--- src/rtl/sat_counter_table.sv ---
// sat_counter_table: pattern history table of saturating up/down counters.
// The table owns the saturating read-modify-write, sweeps every entry to
// weak-not-taken after reset, and can optionally forward a same-cycle update
// to the lookup port. Lookup is purely combinational; update is one write per
// cycle from the resolve stage.
module sat_counter_table #(
  parameter int unsigned WIDTH    = 2,  // counter width, 1..8; MSB = taken
  parameter int unsigned IDX_BITS = 8,  // depth = 2**IDX_BITS
  parameter int unsigned BYPASS   = 0   // 1: forward same-index update to lookup
) (
  input  logic                clk,
  input  logic                rst,
  input  logic [IDX_BITS-1:0] lookup_idx,
  output logic [WIDTH-1:0]    pred_count,
  output logic                pred_taken,
  input  logic                update_valid,
  input  logic [IDX_BITS-1:0] update_idx,
  input  logic                update_taken,
  output logic                ready
);

  localparam int unsigned DEPTH = 1 << IDX_BITS;

  // Weak-not-taken: largest value whose MSB is still 0 (01 for 2 bits, 0 for 1).
  localparam logic [WIDTH-1:0] WNT     = WIDTH'((1 << (WIDTH - 1)) - 1);
  localparam logic [WIDTH-1:0] CNT_MAX = '1;
  localparam logic [WIDTH-1:0] CNT_MIN = '0;

  typedef enum logic {
    ST_INIT = 1'b0,  // sweeping WNT into the table, lookups forced to WNT
    ST_RUN  = 1'b1   // table valid, updates accepted
  } state_e;

  state_e              state_q, state_d;
  logic [IDX_BITS-1:0] ptr_q, ptr_d;

  logic [WIDTH-1:0]    mem_q [DEPTH];

  logic                upd_en;
  logic [WIDTH-1:0]    upd_cur;
  logic [WIDTH-1:0]    upd_next;

  logic                wr_en;
  logic [IDX_BITS-1:0] wr_idx;
  logic [WIDTH-1:0]    wr_data;

  // Saturating step: compare against the bounds so the counter never wraps.
  function automatic logic [WIDTH-1:0] sat_step(input logic [WIDTH-1:0] cur,
                                                input logic             up);
    logic [WIDTH-1:0] nxt;
    if (up) begin
      nxt = (cur == CNT_MAX) ? cur : cur + 1'b1;
    end else begin
      nxt = (cur == CNT_MIN) ? cur : cur - 1'b1;
    end
    return nxt;
  endfunction

  // Updates only count once the table is valid; during the sweep they are dropped.
  assign upd_en   = (state_q == ST_RUN) && update_valid;
  assign upd_cur  = mem_q[update_idx];
  assign upd_next = sat_step(upd_cur, update_taken);

  // Sweep pointer and state: advance through every entry, then settle in RUN.
  always_comb begin
    // NOTE: every output of a combinational block gets a default first, so no
    // path leaves a signal unassigned and no latch is inferred.
    state_d = state_q;
    ptr_d   = ptr_q;
    unique case (state_q)
      ST_INIT: begin
        ptr_d = ptr_q + 1'b1;
        if (ptr_q == '1) begin
          state_d = ST_RUN;
          ptr_d   = '0;
        end
      end
      ST_RUN: begin
        state_d = ST_RUN;
      end
      default: begin
        state_d = ST_INIT;
        ptr_d   = '0;
      end
    endcase
  end

  // State register; reset pulls the FSM back to the start of the sweep immediately.
  always_ff @(posedge clk or posedge rst) begin
    // NOTE: sequential state is assigned with <= so every flop samples the
    // pre-edge values of the others, independent of statement order.
    if (rst) begin
      state_q <= ST_INIT;
      ptr_q   <= '0;
    end else begin
      state_q <= state_d;
      ptr_q   <= ptr_d;
    end
  end

  // Single write port: the sweep owns it in INIT, the resolve update in RUN.
  always_comb begin
    wr_en   = 1'b0;
    wr_idx  = ptr_q;
    wr_data = WNT;
    if (state_q == ST_INIT) begin
      wr_en   = 1'b1;
      wr_idx  = ptr_q;
      wr_data = WNT;
    end else if (upd_en) begin
      wr_en   = 1'b1;
      wr_idx  = update_idx;
      wr_data = upd_next;
    end
  end

  // Counter storage; contents become defined only through the sweep.
  always_ff @(posedge clk) begin
    // NOTE: the array deliberately has no reset term; a reset on every entry
    // would turn it into flops with a huge reset fan-out, and the sweep already
    // defines the contents before ready rises.
    if (wr_en) begin
      mem_q[wr_idx] <= wr_data;
    end
  end

  // Lookup: WNT while sweeping, otherwise the stored value or the forwarded update.
  always_comb begin
    pred_count = WNT;
    if (state_q == ST_RUN) begin
      pred_count = mem_q[lookup_idx];
      if ((BYPASS != 0) && update_valid && (lookup_idx == update_idx)) begin
        pred_count = upd_next;
      end
    end
  end

  assign pred_taken = pred_count[WIDTH-1];

  // ready is a straight decode of the one-bit state flop, so it cannot glitch.
  assign ready = (state_q == ST_RUN);

endmodule

--- config.mk ---
export PLATFORM = sky130hd
export DESIGN_NAME = sat_counter_table
export DESIGN_NICKNAME = d
export VERILOG_FILES = /design/src/rtl/sat_counter_table.sv
export SDC_FILE = /design/constraint.sdc
export NUM_CORES = 1
export LEC_CHECK = 0
export CORE_ASPECT_RATIO = 1.5
export CORE_UTILIZATION = 55
export CTS_CLUSTER_DIAMETER = 30
export DETAILED_ROUTE_END_ITERATION = 12
export MAX_ROUTING_LAYER = met4
export PLACE_DENSITY = 0.72
export SYNTH_ARGS = -nofsm -noshare
export SYNTH_HDL_FRONTEND = slang
export SYNTH_SLANG_ARGS = --single-unit
--- constraint.sdc ---
create_clock -name clk -period 20.5 [get_ports clk]
set_clock_uncertainty 0.1 [all_clocks]
set_input_delay 6.15 -clock clk [delete_from_list [all_inputs] [get_ports clk]]
set_output_delay 6.15 -clock clk [all_outputs]
set_load 0.005 [all_outputs]
==> reports/metrics.yaml <==
run_status:
  status: "completed"
setup_path:
  crit_path_end_kind: "output port"
  cp_data_arrival_time_ns: 10.23
  crit_chain: "buf_4 > buf_4 > mux4_2 > mux4_2 > a22oi_1 > a21oi_1 > o311a_1 > clkdlybuf4s50_1"
  path_class: "input port to output port"
  critPathLaunchType: "input port"
  cp_num_buf_inv: 3
  max_stage_delay_ns: 0.88
  critPathRequiredTime_ns: 14.25
  cp_top_family: "buffers and inverters"
  critPathSlowestCell: "buf_4"
  crit_fanout: 66
die:
  die_x_microns: 178
  die_y_microns: 266
  std_cell_rows: 96
  core_area_sq_um: 45800
  io_pins: 24
  start_util: 0.559
  die_area_sq_um: 47400
sta:
  fmax_ghz: 0.0607
  post-route-min-period_ns: 16.48
  fin_tns_setup_ns: 0
  finalSetupViolations: 0
  whs_ns: 0.501
  period_share: 0.804
  maxSlewHeadroom: 0.110
  rsz0062_at_grt: "false"
  maxSlewViolCount: 0
  tightest_slew_ns: 1.33
  setup_ws_ns: 4.02
  hold_viol: 0
power_and_ir_drop:
  seqPwrFrac: 0.488
  combPwrFrac: 0.041
  ir_drop_uv: 82.6
  power.internal_mw: 1.84
  p_per_area_nw_per_um2: 83.4
  netSwitchingPower_uw: 515
  p_sw_frac: 0.218
  p_leak_nw: 8.32
  pwr-share-clk: 0.471
  finalPower_mw: 2.36
route:
  postRouteWirelength_microns: 69400
  dr.first_iter.drc_count: 1779
  avgRoutedWirePerCell_microns: 32.2
  drc: 0
  vias: 15300
  first_pass_iters: 5
  via_per_inst: 7.09
  ant_nets: 0
cts:
  clock_latency_ns: 0.60
  postCtsHoldBufs: 0
  clock_path_buffers: 3
  cts-htree-levels: 2
  cts.clk_slew.worst_paths_ns: 0.06
  cts_setup_buffers: 0
  cts-resized-gates: 0
  cts_tree: "done"
  numCtsBuffers: 60
  cts-root-buf: "clkbuf_16"
  cts_sinks: 521
placement:
  dp_cells: 2047
  place.detailed.hpwl_microns: 45000
  place_ws_ns: 4.17
  placed_area_sq_um: 26200
  gp_congestion: 0.943
  io_buffers: 23
synth:
  syn_nets: 1547
  synth_flop_cell: "edfxtp_1"
  synth.ff_latch_count: 521
  yosysSeqAreaShare: 0.610
  synth_edf_count: 512
  yosys_warnings: 0
  synth_top_area_frac: 0.601
  synth_commonest_cells: "512 x edfxtp_1, 269 x nor2_1, 261 x mux4_2, 68 x clkbuf_1"
  yosysMostFrequentCell: "edfxtp_1"
  ys_async_sr_fraction: 0.0173
  avgSynthCellArea_sq_um: 16.8
  postSynthCellCount: 1526
  yosys.area.top_type: "edfxtp_1"
  synthTopCellsByArea: "edfxtp_1 60%, mux4_2 23%, nor2_1 3.9%"
  synth.distinct_cells: 58
  synth_area_sq_um: 25600
global_route:
  grt_pass1_wl_microns: 102000
  antenna_found_initial: 0
  grt.total_usage: 0.311
  grt_pass1_vias: 15900
  grt_max_degree: 120
  grt.overflow.total: 0
finish:
  fin_cells: 2159
  multi_input_area_sq_um: 9350
  nets: 1542
  diodes: 0
  fillers: 3236
  area_growth_syn_to_layout_pct: 10.7
  utilization: 0.618
  design_area_sq_um: 28300
  drive_gt1_frac: 0.268
  register_area_sq_um: 15600
flow_run:
  maxCapViolCount: 0
worst_hold_path:
  hp-class: "flip-flop to flip-flop"
worst paths after layout:
| kind | from | to | slack [ns] | depth (start not counted) |
|---|---|---|---|---|
| max in group asynchronous | rst | ptr_q[4]$_DFFE_PP0N_ | 14.24 | 2 |
| worst min register to register | ptr_q[1]$_DFFE_PP0N_ | ptr_q[1]$_DFFE_PP0N_ | 0.50 | 1 |
| worst min-delay path | ptr_q[1]$_DFFE_PP0N_ | ptr_q[1]$_DFFE_PP0N_ | 0.50 | 1 |
| worst max-delay path | lookup_idx[1] | pred_count[1] | 4.02 | 8 |
| min in group asynchronous | rst | ptr_q[1]$_DFFE_PP0N_ | 5.77 | 2 |
| worst max register to register | mem_q[163][0]$_DFFE_PP_ | mem_q[77][0]$_DFFE_PP_ | 15.88 | 10 |
cell families (layout without fill, tap and decap cells):
logic type	Yosys count	in the layout	synth area share
buffers and inverters	130	175	0.0253
xor gates and xnor gates	5	5	0.00171
AOI/OAI and AO/OA	146	146	0.0397
muxes	324	324	0.257
adders and majority gates	1	1	0.000489
and+or+nand+nor	399	399	0.0655
DFF	521	521	0.610
registers in the layout (all words and copies together) (netlist names):
name	count
mem_q	512
ptr_q	8
ready	1
power by group through the flow:
| stage | clock network, mW | logic, mW | registers (mW) |
|---|---|---|---|
| after global routing | 1.16 | 0.101 | 1.15 |
| after CTS | 1.12 | 0.0964 | 1.15 |
| after global placement | 0 | 0.0955 | 1.17 |
| after detailed placement | 0 | 0.0963 | 1.17 |
| final | 1.11 | 0.0975 | 1.15 |
| after floorplan | 0 | 0.0684 | 1.17 |
cell usage in the layout (no fill, tap or decap), types with 4 or more instances in the layout:
master and n:
mux4_2 261, a22oi_1 51, edfxtp_1 512, inv_1 4
buf_4 37, nor2_1 268, inv_6 9, nand2b_1 10
nand4_1 4, o211ai_1 5, o31ai_1 6, clkinv_2 6
clkdlybuf4s50_1 16, nand2_1 56, dfrtp_1 9, a22o_1 5
o22ai_1 13, o21ai_0 21, nand3b_1 9, clkbuf_1 4
clkbuf_16 61, mux2i_1 56, bufinv_16 8, clkinv_1 5
nand3_1 15, nor3_1 9, a21oi_1 15, mux4_1 4
inv_8 5, clkinvlp_4 6, nor2b_1 8, a211oi_1 4
a221oi_1 5, clkinv_4 7
area by class of cell:
| type | count | area share |
|---|---|---|
| Timing Repair Buffer | 59 | 0.0177 |
| Multi-Input combinational cell | 875 | 0.331 |
| Clock inverter | 47 | 0.0193 |
| Tap cell | 588 | 0.0260 |
| Sequential cell | 521 | 0.551 |
| Clock buffer | 65 | 0.0545 |
| Inverter | 4 | 0.000531 |
per-layer routing:
layer | part of all wire | routed length (microns) | vias to the layer above | global-route usage
met5 | 0 | 0 | - | -
li1 | - | - | 6245 | -
met3 | 0.091 | 6340 | 255 | 0.0575
met1 | 0.34 | 23300 | 7911 | 0.365
met4 | 0.068 | 4700 | 0 | 0.179
met2 | 0.50 | 35000 | 897 | 0.502
No activity file was read; power rests on OpenSTA's default activity.
